<file path="config.mk">
export PLATFORM = sky130hd
export DESIGN_NAME = slot_reel_ctrl_flat
export DESIGN_NICKNAME = d
export VERILOG_FILES = /design/src/rtl/slot_reel_if.sv /design/src/rtl/slot_reel_ctrl.sv /design/src/flat_wrapper.sv
export SDC_FILE = /design/constraint.sdc
export NUM_CORES = 1
export LEC_CHECK = 0
export CAP_MARGIN = 20
export CORE_MARGIN = 3
export CORE_UTILIZATION = 47
export CTS_CLUSTER_SIZE = 24
export DETAILED_ROUTE_END_ITERATION = 16
export PLACE_DENSITY = 0.86
export SYNTH_ARGS = -nofsm -noshare
export SYNTH_HDL_FRONTEND = slang
export SYNTH_SLANG_ARGS = --single-unit
</file>
<file path="constraint.sdc">
create_clock -name clk -period 1.74 [get_ports clk]
set_clock_uncertainty 0.15 [all_clocks]
set_input_delay 0.174 -clock clk [delete_from_list [all_inputs] [get_ports clk]]
set_output_delay 0.174 -clock clk [all_outputs]
set_load 0.03 [all_outputs]
</file>
<file path="src/rtl/slot_reel_if.sv">
// slot_reel_if: result bus between the reel controller and the payout/display
// logic. The controller (master) presents the three reel symbols, the
// per-reel stop flags and the match flags under a valid/ready handshake.
// The consumer (slave) returns result_ready.
//   reel0..reel2  N-bit reel symbols (display and result)
//   stopped       bit k = reel k frozen
//   result_valid  reels final, triple/pair valid
//   result_ready  consumer accepts the result
//   triple, pair  match flags, only ever high with result_valid
interface slot_reel_if #(
    parameter int N = 3
);
    logic [N-1:0] reel0;
    logic [N-1:0] reel1;
    logic [N-1:0] reel2;
    logic [2:0]   stopped;
    logic         result_valid;
    logic         result_ready;
    logic         triple;
    logic         pair;

    modport master (
        output reel0, reel1, reel2, stopped, result_valid, triple, pair,
        input  result_ready
    );

    modport slave (
        input  reel0, reel1, reel2, stopped, result_valid, triple, pair,
        output result_ready
    );
endinterface

</file>
<file path="src/rtl/slot_reel_ctrl.sv">
// slot_reel_ctrl: turns a spin request into three reels that stop one after
// another, sampling the free-running RNG symbol stream. Once the last reel
// stops, the symbol triple and the match flags are held on the result bus
// until the consumer accepts them.
// Ports:
//   clk         clock
//   reset       synchronous, active-high; aborts any spin or hold
//   rng         current RNG symbol, may change every cycle
//   spin_start  spin request, only looked at in IDLE
//   credit_ok   qualifies spin_start
//   busy        high while spinning or holding a result
//   res         result bus (reels, stopped, valid/ready, triple, pair)
module slot_reel_ctrl #(
    parameter int N           = 3,
    parameter int SPIN_CYCLES = 8
) (
    input  logic           clk,
    input  logic           reset,
    input  logic [N-1:0]   rng,
    input  logic           spin_start,
    input  logic           credit_ok,
    output logic           busy,
    slot_reel_if.master    res
);

    localparam int CW = (3 * SPIN_CYCLES > 1) ? $clog2(3 * SPIN_CYCLES) : 1;
    // cnt value sampled on the edge where each reel freezes
    localparam logic [CW-1:0] STOP0 = CW'(SPIN_CYCLES - 1);
    localparam logic [CW-1:0] STOP1 = CW'(2 * SPIN_CYCLES - 1);
    localparam logic [CW-1:0] STOP2 = CW'(3 * SPIN_CYCLES - 1);

    typedef enum logic [1:0] {
        ST_IDLE = 2'd0,
        ST_SPIN = 2'd1,
        ST_HOLD = 2'd2
    } state_t;

    state_t          state_r;
    state_t          state_nxt_s;
    logic [CW-1:0]   cnt_r;
    logic [CW-1:0]   cnt_nxt_s;
    logic [N-1:0]    reel_r     [3];
    logic [N-1:0]    reel_nxt_s [3];
    logic [2:0]      stopped_r;
    logic [2:0]      stopped_nxt_s;
    logic            busy_r;
    logic            busy_nxt_s;
    logic            valid_r;
    logic            valid_nxt_s;
    logic            triple_r;
    logic            triple_nxt_s;
    logic            pair_r;
    logic            pair_nxt_s;
    logic [1:0]      flags_s;
    logic            accept_s;

    // {triple, pair} for a symbol triple; the two flags are mutually exclusive
    function automatic logic [1:0] match_flags(
        input logic [N-1:0] a,
        input logic [N-1:0] b,
        input logic [N-1:0] c
    );
        logic t;
        logic p;
        t = (a == b) && (b == c);
        p = !t && ((a == b) || (b == c) || (a == c));
        return {t, p};
    endfunction

    assign accept_s = spin_start & credit_ok;

    // State register
    always_ff @(posedge clk) begin
        if (reset) begin
            state_r <= ST_IDLE;
        end else begin
            state_r <= state_nxt_s;
        end
    end

    // Next-state decode
    always_comb begin
        state_nxt_s = state_r;
        case (state_r)
            ST_IDLE: begin
                if (accept_s) begin
                    state_nxt_s = ST_SPIN;
                end else begin
                    state_nxt_s = ST_IDLE;
                end
            end
            ST_SPIN: begin
                if (cnt_r == STOP2) begin
                    state_nxt_s = ST_HOLD;
                end else begin
                    state_nxt_s = ST_SPIN;
                end
            end
            ST_HOLD: begin
                // result_valid is always high in HOLD, so ready alone completes the transfer
                if (res.result_ready) begin
                    state_nxt_s = ST_IDLE;
                end else begin
                    state_nxt_s = ST_HOLD;
                end
            end
            default: begin
                state_nxt_s = ST_IDLE;
            end
        endcase
    end

    // Next values of the counter, reels and all registered outputs
    always_comb begin
        cnt_nxt_s     = cnt_r;
        stopped_nxt_s = stopped_r;
        busy_nxt_s    = busy_r;
        valid_nxt_s   = valid_r;
        triple_nxt_s  = triple_r;
        pair_nxt_s    = pair_r;
        flags_s       = 2'b00;
        for (int k = 0; k < 3; k++) begin
            reel_nxt_s[k] = reel_r[k];
        end
        case (state_r)
            ST_IDLE: begin
                // reels and stopped keep the last result until a spin is taken
                if (accept_s) begin
                    cnt_nxt_s     = '0;
                    stopped_nxt_s = 3'b000;
                    busy_nxt_s    = 1'b1;
                end else begin
                    busy_nxt_s    = 1'b0;
                end
            end
            ST_SPIN: begin
                // every reel that is still spinning follows rng, including on its stop edge
                for (int k = 0; k < 3; k++) begin
                    if (!stopped_r[k]) begin
                        reel_nxt_s[k] = rng;
                    end else begin
                        reel_nxt_s[k] = reel_r[k];
                    end
                end
                if (cnt_r == STOP0) begin
                    stopped_nxt_s[0] = 1'b1;
                end else if (cnt_r == STOP1) begin
                    stopped_nxt_s[1] = 1'b1;
                end else begin
                    stopped_nxt_s[1:0] = stopped_r[1:0];
                end
                if (cnt_r == STOP2) begin
                    // last reel stops: flags come from the values being registered now
                    stopped_nxt_s[2] = 1'b1;
                    valid_nxt_s      = 1'b1;
                    flags_s          = match_flags(reel_nxt_s[0], reel_nxt_s[1], reel_nxt_s[2]);
                    triple_nxt_s     = flags_s[1];
                    pair_nxt_s       = flags_s[0];
                    cnt_nxt_s        = cnt_r;
                end else begin
                    cnt_nxt_s        = cnt_r + CW'(1);
                end
            end
            ST_HOLD: begin
                if (res.result_ready) begin
                    busy_nxt_s   = 1'b0;
                    valid_nxt_s  = 1'b0;
                    triple_nxt_s = 1'b0;
                    pair_nxt_s   = 1'b0;
                end else begin
                    valid_nxt_s  = 1'b1;
                end
            end
            default: begin
                cnt_nxt_s     = '0;
                stopped_nxt_s = 3'b000;
                busy_nxt_s    = 1'b0;
                valid_nxt_s   = 1'b0;
                triple_nxt_s  = 1'b0;
                pair_nxt_s    = 1'b0;
            end
        endcase
    end

    // Datapath and output registers
    always_ff @(posedge clk) begin
        if (reset) begin
            cnt_r     <= '0;
            stopped_r <= 3'b000;
            busy_r    <= 1'b0;
            valid_r   <= 1'b0;
            triple_r  <= 1'b0;
            pair_r    <= 1'b0;
            for (int k = 0; k < 3; k++) begin
                reel_r[k] <= '0;
            end
        end else begin
            cnt_r     <= cnt_nxt_s;
            stopped_r <= stopped_nxt_s;
            busy_r    <= busy_nxt_s;
            valid_r   <= valid_nxt_s;
            triple_r  <= triple_nxt_s;
            pair_r    <= pair_nxt_s;
            for (int k = 0; k < 3; k++) begin
                reel_r[k] <= reel_nxt_s[k];
            end
        end
    end

    assign busy             = busy_r;
    assign res.reel0        = reel_r[0];
    assign res.reel1        = reel_r[1];
    assign res.reel2        = reel_r[2];
    assign res.stopped      = stopped_r;
    assign res.result_valid = valid_r;
    assign res.triple       = triple_r;
    assign res.pair         = pair_r;

endmodule

</file>
<file path="src/flat_wrapper.sv">
// flat-port wrapper written by rule: the top's interface ports become plain ports
module slot_reel_ctrl_flat 
#(
    parameter int N           = 3,
    parameter int SPIN_CYCLES = 8
)
  (clk, reset, rng, spin_start, credit_ok, busy, res_reel0, res_reel1, res_reel2, res_stopped, res_result_valid, res_triple, res_pair, res_result_ready);
  slot_reel_if #(.N(N)) res_i ();
  input  logic clk;
  input  logic reset;
  input  logic [N-1:0] rng;
  input  logic spin_start;
  input  logic credit_ok;
  output logic busy;
  output wire logic [$bits(res_i.reel0)-1:0] res_reel0;
  output wire logic [$bits(res_i.reel1)-1:0] res_reel1;
  output wire logic [$bits(res_i.reel2)-1:0] res_reel2;
  output wire logic [$bits(res_i.stopped)-1:0] res_stopped;
  output wire logic [$bits(res_i.result_valid)-1:0] res_result_valid;
  output wire logic [$bits(res_i.triple)-1:0] res_triple;
  output wire logic [$bits(res_i.pair)-1:0] res_pair;
  input wire logic [$bits(res_i.result_ready)-1:0] res_result_ready;
  assign res_reel0 = res_i.reel0;
  assign res_reel1 = res_i.reel1;
  assign res_reel2 = res_i.reel2;
  assign res_stopped = res_i.stopped;
  assign res_result_valid = res_i.result_valid;
  assign res_triple = res_i.triple;
  assign res_pair = res_i.pair;
  assign res_i.result_ready = res_result_ready;
  slot_reel_ctrl #(.N(N), .SPIN_CYCLES(SPIN_CYCLES)) u_core (.clk(clk), .reset(reset), .rng(rng), .spin_start(spin_start), .credit_ok(credit_ok), .busy(busy), .res(res_i));
endmodule
</file>
[Word-level counts from Yosys, hierarchy flattened]
Memories as Yosys holds them, arrays and structs flattened.
Cells that the tools add are included.
Storage, ports and cells
  flip-flop bits (word level): 14
  memory bits (writable): 9
  bits of input ports: 8
  output and inout port bits: 16
  word-level logic and storage cells: 81
  memories: 1
Operators by class
  $add $sub $neg: 1
  equal/unequal tests: 15
  mux-type cells: 35
  bitwise operators: 7
  reduce and logical (&&, ||, !) cells: 13
Memory list
  u_core.reel_r: words 3, width 3, read ports 3, clocked after memory_dff 0, wr ports 3, RTL line slot_reel_ctrl.sv:42  | logic [N-1:0] reel_r [3];
Operators by type and width (number)
  2-to-1 mux 3 bit: 10
  one-hot mux 5 bit (3 select lines): 1
  2-to-1 mux 1 bit: 13
  one-hot mux 1 bit (3 select lines): 4
  AND reduction 3 bit: 4
  2-to-1 mux 5 bit: 2
  == test 3 bit: 3
  2-to-1 mux 9 bit: 1
  one-hot mux 3 bit (3 select lines): 1
  inequality test 2 x 1 -> 1 bit (second input constant): 4
  inequality test 2 bit (second input constant): 3
  one-hot mux 2 bit (3 select lines): 1
  adder 5 x 1 -> 5 bit (second input constant): 1
  == test 5 x 3 -> 1 bit (second input constant): 1
  == test 5 x 4 -> 1 bit (second input constant): 1
  == test 5 bit (second input constant): 1
  2-to-1 mux 2 bit: 2
  AND reduction 2 bit: 2
  AND reduction 4 bit: 1
  inverter 1 bit: 3
  OR 1 bit: 3
  == test 2 x 1 -> 1 bit (second input constant): 1
  == test 2 bit (second input constant): 1
  logical AND 1 bit: 2
  other kinds (4): 5

[Longest topological paths before layout]
An unclocked memory read counts as a cell.
  depth in word-level cells: 9
  gate-level depth with buffers: 8

[Worst setup path after synthesis]
No wires, ideal clock.
  path type: reg2reg
  from: register u_core.stopped_r[1] (netlist: u_core.res.stopped[1])
  to: register u_core.triple_r (netlist: u_core.res.triple)
  arrival: 1.811 ns
  data required time: 1.523 ns
  slack: -0.288 ns
  stages on the path, launching flop included: 8
  buffers on the path: 1
  path through: dfxtp_1 buf_6 mux2i_4 xnor2_1 o41ai_2 nand3_1 or2_1 a21oi_2
On the way
  longest elaborated chain between the ends: 6
  elaborated cells on any way between the ends: 7
  those cells by class: 2 x eq/ne; 4 x mux; 1 x reduce/logical
RTL lines
  from (decl): RTL line slot_reel_ctrl.sv:44  | logic [2:0] stopped_r;
  from (signal assigned): RTL line slot_reel_ctrl.sv:199  | stopped_r <= stopped_nxt_s;
  2-to-1 mux 3 bit (*): RTL line slot_reel_ctrl.sv:139  | if (!stopped_r[k]) begin
  2-to-1 mux 3 bit (*): RTL line slot_reel_ctrl.sv:125  | case (state_r)
  == test 3 bit: RTL line slot_reel_ctrl.sv:65  | t = (a == b) && (b == c);
  logical AND 1 bit (*): RTL line slot_reel_ctrl.sv:65
  2-to-1 mux 1 bit (*): RTL line slot_reel_ctrl.sv:152  | if (cnt_r == STOP2) begin
  one-hot mux 1 bit (3 select lines) (*): RTL line slot_reel_ctrl.sv:125
  to (signal assigned): RTL line slot_reel_ctrl.sv:202  | triple_r <= triple_nxt_s;
  to (decl): RTL line slot_reel_ctrl.sv:50  | logic triple_r;
Mark *: on every way between the ends. The rest lies on a longest branch, timed or not. The select of a mux whose other input is x is not followed.
A chain may end at the register's enable or synchronous reset.

[Final worst setup path]
  from: register u_core.stopped_r[1] (netlist: u_core.res.stopped[1])
  to: register u_core.pair_r (netlist: u_core.res.pair)
On the way
  longest elaborated chain between the ends: 8
  elaborated cells on any way between the ends: 11
  those cells by class: 2 x eq/ne; 4 x mux; 5 x reduce/logical
RTL lines
  2-to-1 mux 3 bit (*): RTL line slot_reel_ctrl.sv:139
  2-to-1 mux 3 bit (*): RTL line slot_reel_ctrl.sv:125
  == test 3 bit: RTL line slot_reel_ctrl.sv:65, slot_reel_ctrl.sv:66
  logical AND 1 bit / logical OR 1 bit (equally long branches): RTL line slot_reel_ctrl.sv:65, slot_reel_ctrl.sv:66
  zero test 1 bit / logical OR 1 bit (equally long branches): RTL line slot_reel_ctrl.sv:66  | p = !t && ((a == b) || (b == c) || (a == c));
  logical AND 1 bit (*): RTL line slot_reel_ctrl.sv:66
  2-to-1 mux 1 bit (*): RTL line slot_reel_ctrl.sv:152
  one-hot mux 1 bit (3 select lines) (*): RTL line slot_reel_ctrl.sv:125
  to (signal assigned): RTL line slot_reel_ctrl.sv:203  | pair_r <= pair_nxt_s;
  to (decl): RTL line slot_reel_ctrl.sv:52  | logic pair_r;
Marks and branches as above.

==> impl_metrics.json <==
{
  "hp-start": "credit_ok",
  "cts-root-buf": "clkbuf_4",
  "core-area_um2": 2829,
  "utilization": 0.6988,
  "peakVddDrop_mv": 0.4128,
  "ctsHoldBuffers": 0,
  "required_ps": 1880,
  "hold_violations": 0,
  "fillers": 208,
  "numCtsBuffers": 3,
  "hpwl_um": 2921,
  "place_congestion": 0.9801,
  "path_max_fanout": 5,
  "viasPerCell": 5.815,
  "synth_top_cell_by_area": "dfxtp_1",
  "r2r_cells": 7,
  "layout_min_cycle_time_ps": 1947,
  "maxCapViolations": 0,
  "crit_arrival_ps": 2080,
  "drive_gt1_frac": 0.2673,
  "clk_latency_ps": 330,
  "dr.pass1.iters": 4,
  "cp-end-kind": "flop",
  "initial_core_util": 0.5046,
  "syn_to_final_growth_pct": 38.48,
  "synthArstFlopShare": 0,
  "synth-seq-cells": 23,
  "synth-warning-count": 0,
  "dp_slack_ps": -441.0,
  "grt_util_all_layers": 0.2155,
  "numClockSinks": 23,
  "fin_tns_setup_ps": -397.6,
  "met3_usage": 0.02516,
  "hold_end": "u_core.state_r[0]",
  "n_antenna_cell": 0,
  "grt_start_max_net_pins": 13,
  "netlist.area_leader.share": 0.3225,
  "grt_pass1_vias": 1384,
  "ys.flop_type": "dfxtp_1",
  "cts-htree-levels": 1,
  "clk_pin_slew_ps": 130,
  "whs_path_depth": 3,
  "num_vias": 1442,
  "finalMaxSlewViolations": 0,
  "hold_class": "input port to flop",
  "cts_tree": "done",
  "finalWorstSetupSlack_ps": -207.1,
  "whs_ps": 309.1,
  "ant_nets": 0,
  "seq_area_frac_synth": 0.3225,
  "grt_pass1_wl_um": 6134,
  "place_area_um2": 1866,
  "routed_wirelength_um": 3992,
  "nets": 232,
  "die_h_um": 61.12,
  "drc_errors": 0,
  "grt.met2_usage": 0.3958,
  "syn_area_um2": 1428,
  "synth_fp_nets": 181,
  "die_area_um2": 3735,
  "ios": 24,
  "fp.dieW_um": 61.12,
  "wl_per_cell_um": 16.10,
  "synth.distinct_cells": 39,
  "worstReg2RegStart": "u_core.res.stopped[1]",
  "slew_headroom": 0.7274,
  "status": "finished with violations",
  "rows": 19,
  "fmax_mhz": 513.6,
  "met1_usage": 0.2538,
  "p_per_area_nw_per_um2": 547.0,
  "synth_area_leaders": "dfxtp_1, xnor2_1, mux2i_1",
  "synth_edf_count": 0,
  "finalCritPeriodShare": 1.119,
  "violations": "setup timing",
  "globalRoute.totalOverflow": 0,
  "p_leak_nw": 0.8401,
  "drt_iter0_markers": 80,
  "crit_type": "flop to flop",
  "syn_avg_cell_area_um2": 8.549,
  "synthesis.instances": 167,
  "clock_path_buffers": 2,
  "worst_pin_slew_ps": 398.6,
  "fin_area_um2": 1977,
  "grt_antenna_before_repair": 0,
  "r2r_end": "u_core.res.pair",
  "setup_violations": 2,
  "worst_setup_path_start_kind": "flop",
  "reg2reg_setup_slack_ps": -210,
  "rsz0062_at_grt": "yes",
  "gr-max-usage-layer": "met2",
  "port_buffers": 23
}
layout by cell type (no fill, tap or decap), drive strengths merged, types with 4 or more instances in the layout:
cell / netlist / layout
mux2i: 14 / 14
a22oi: 4 / 4
buf: 3 / 32
clkdlybuf4s50: 0 / 9
dfxtp: 23 / 23
nand2: 13 / 13
dlygate4sd2: 0 / 11
inv: 5 / 5
clkbuf: 6 / 4
nand3: 5 / 5
nor3: 5 / 5
ha: 6 / 6
nor2b: 5 / 5
o21ai: 8 / 8
xnor2: 14 / 14
nor2: 21 / 21
a21oi: 11 / 11
report_power, final:
group	internal, W	switching (W)	total (W)
sequential	0.000538	0.0000164	0.000555
combinational	0.000123	0.000138	0.000260
clock	0.0000902	0.000176	0.000266
area by class of cell:
cell class / instances / area [um^2] / area share
Inverter: 5 / 18.77 / 0.009494
Clock buffer: 4 / 26.28 / 0.01329
Multi-Input combinational cell: 130 / 957.2 / 0.4842
Tap cell: 31 / 38.79 / 0.01962
Sequential cell: 23 / 474.2 / 0.2399
Timing Repair Buffer: 55 / 461.7 / 0.2335
state kept, by name, summed over array words and instances (netlist names):
register and cells:
u_core.reel_r 9, u_core.state_r 2, u_core.res.stopped 3, u_core.busy 1
u_core.res.triple 1, u_core.res.pair 1, u_core.res.result_valid 1, u_core.cnt_r 5
worst max-delay path, stage by stage (launching register included):
cell      delay [ps]
dfxtp_4          440
mux2i_4          310
xnor2_2          110
o41ai_2          370
buf_4            180
a21oi_1           40
a21boi_1         170
o21a_1           120
what timing repair did:
item                       4_1_cts  5_1_grt
setup buffers                    3        0
setup endpoints to repair       19       16
pin swaps                        6        6
resized for setup               19       17
kinds of logic after synthesis:
family | after synthesis | share of synthesized area
AO/OA/AOI/OAI | 37 | 0.1788
XOR/XNOR | 14 | 0.08589
adder cells (fa/ha/maj) | 6 | 0.05258
buffers and inverters | 14 | 0.05083
flip-flops | 23 | 0.3225
multiplexers | 14 | 0.1157
AND/OR/NAND/NOR | 59 | 0.1937
worst max path at each step:
stage | end | startpoint | depth (start not counted) | slack (ps)
floorplan | u_core.res.triple | u_core.res.stopped[1] | 7 | -130
global placement | u_core.res.triple | rng[0] | 7 | -330
detailed placement | u_core.res.pair | rng[2] | 7 | -440
CTS | u_core.res.pair | u_core.res.stopped[1] | 6 | -130
global route | u_core.res.pair | u_core.res.stopped[1] | 6 | -240
finish | u_core.res.pair | u_core.res.stopped[1] | 7 | -210
layer usage:
metal,vias up,share of wire
met4,0,0.019
met3,15,0.046
li1,684,-
met1,687,0.41
met2,56,0.52
met5,-,0
cell usage after synthesis (2+ instances only):
cell / count
dfxtp_1: 23
nor2_1: 21
xnor2_1: 14
nand2_1: 13
mux2i_1: 12
a21oi_1: 10
o21ai_0: 7
ha_1: 6
clkbuf_1: 5
inv_1: 5
nand3_1: 5
nor2b_1: 5
nor3_1: 5
a22oi_1: 4
or3_1: 3
a211oi_1: 2
and2_1: 2
buf_6: 2
mux2i_4: 2
o21a_1: 2
stage by stage:
stage	total power [W]	cells
after global placement	0.0008111	241
after detailed placement	0.0008221	241
after global routing	0.001128	248
after CTS	0.001072	248
after floorplan	0.0007136	167
final	0.001081	248
(Power assumes the default switching activity.)
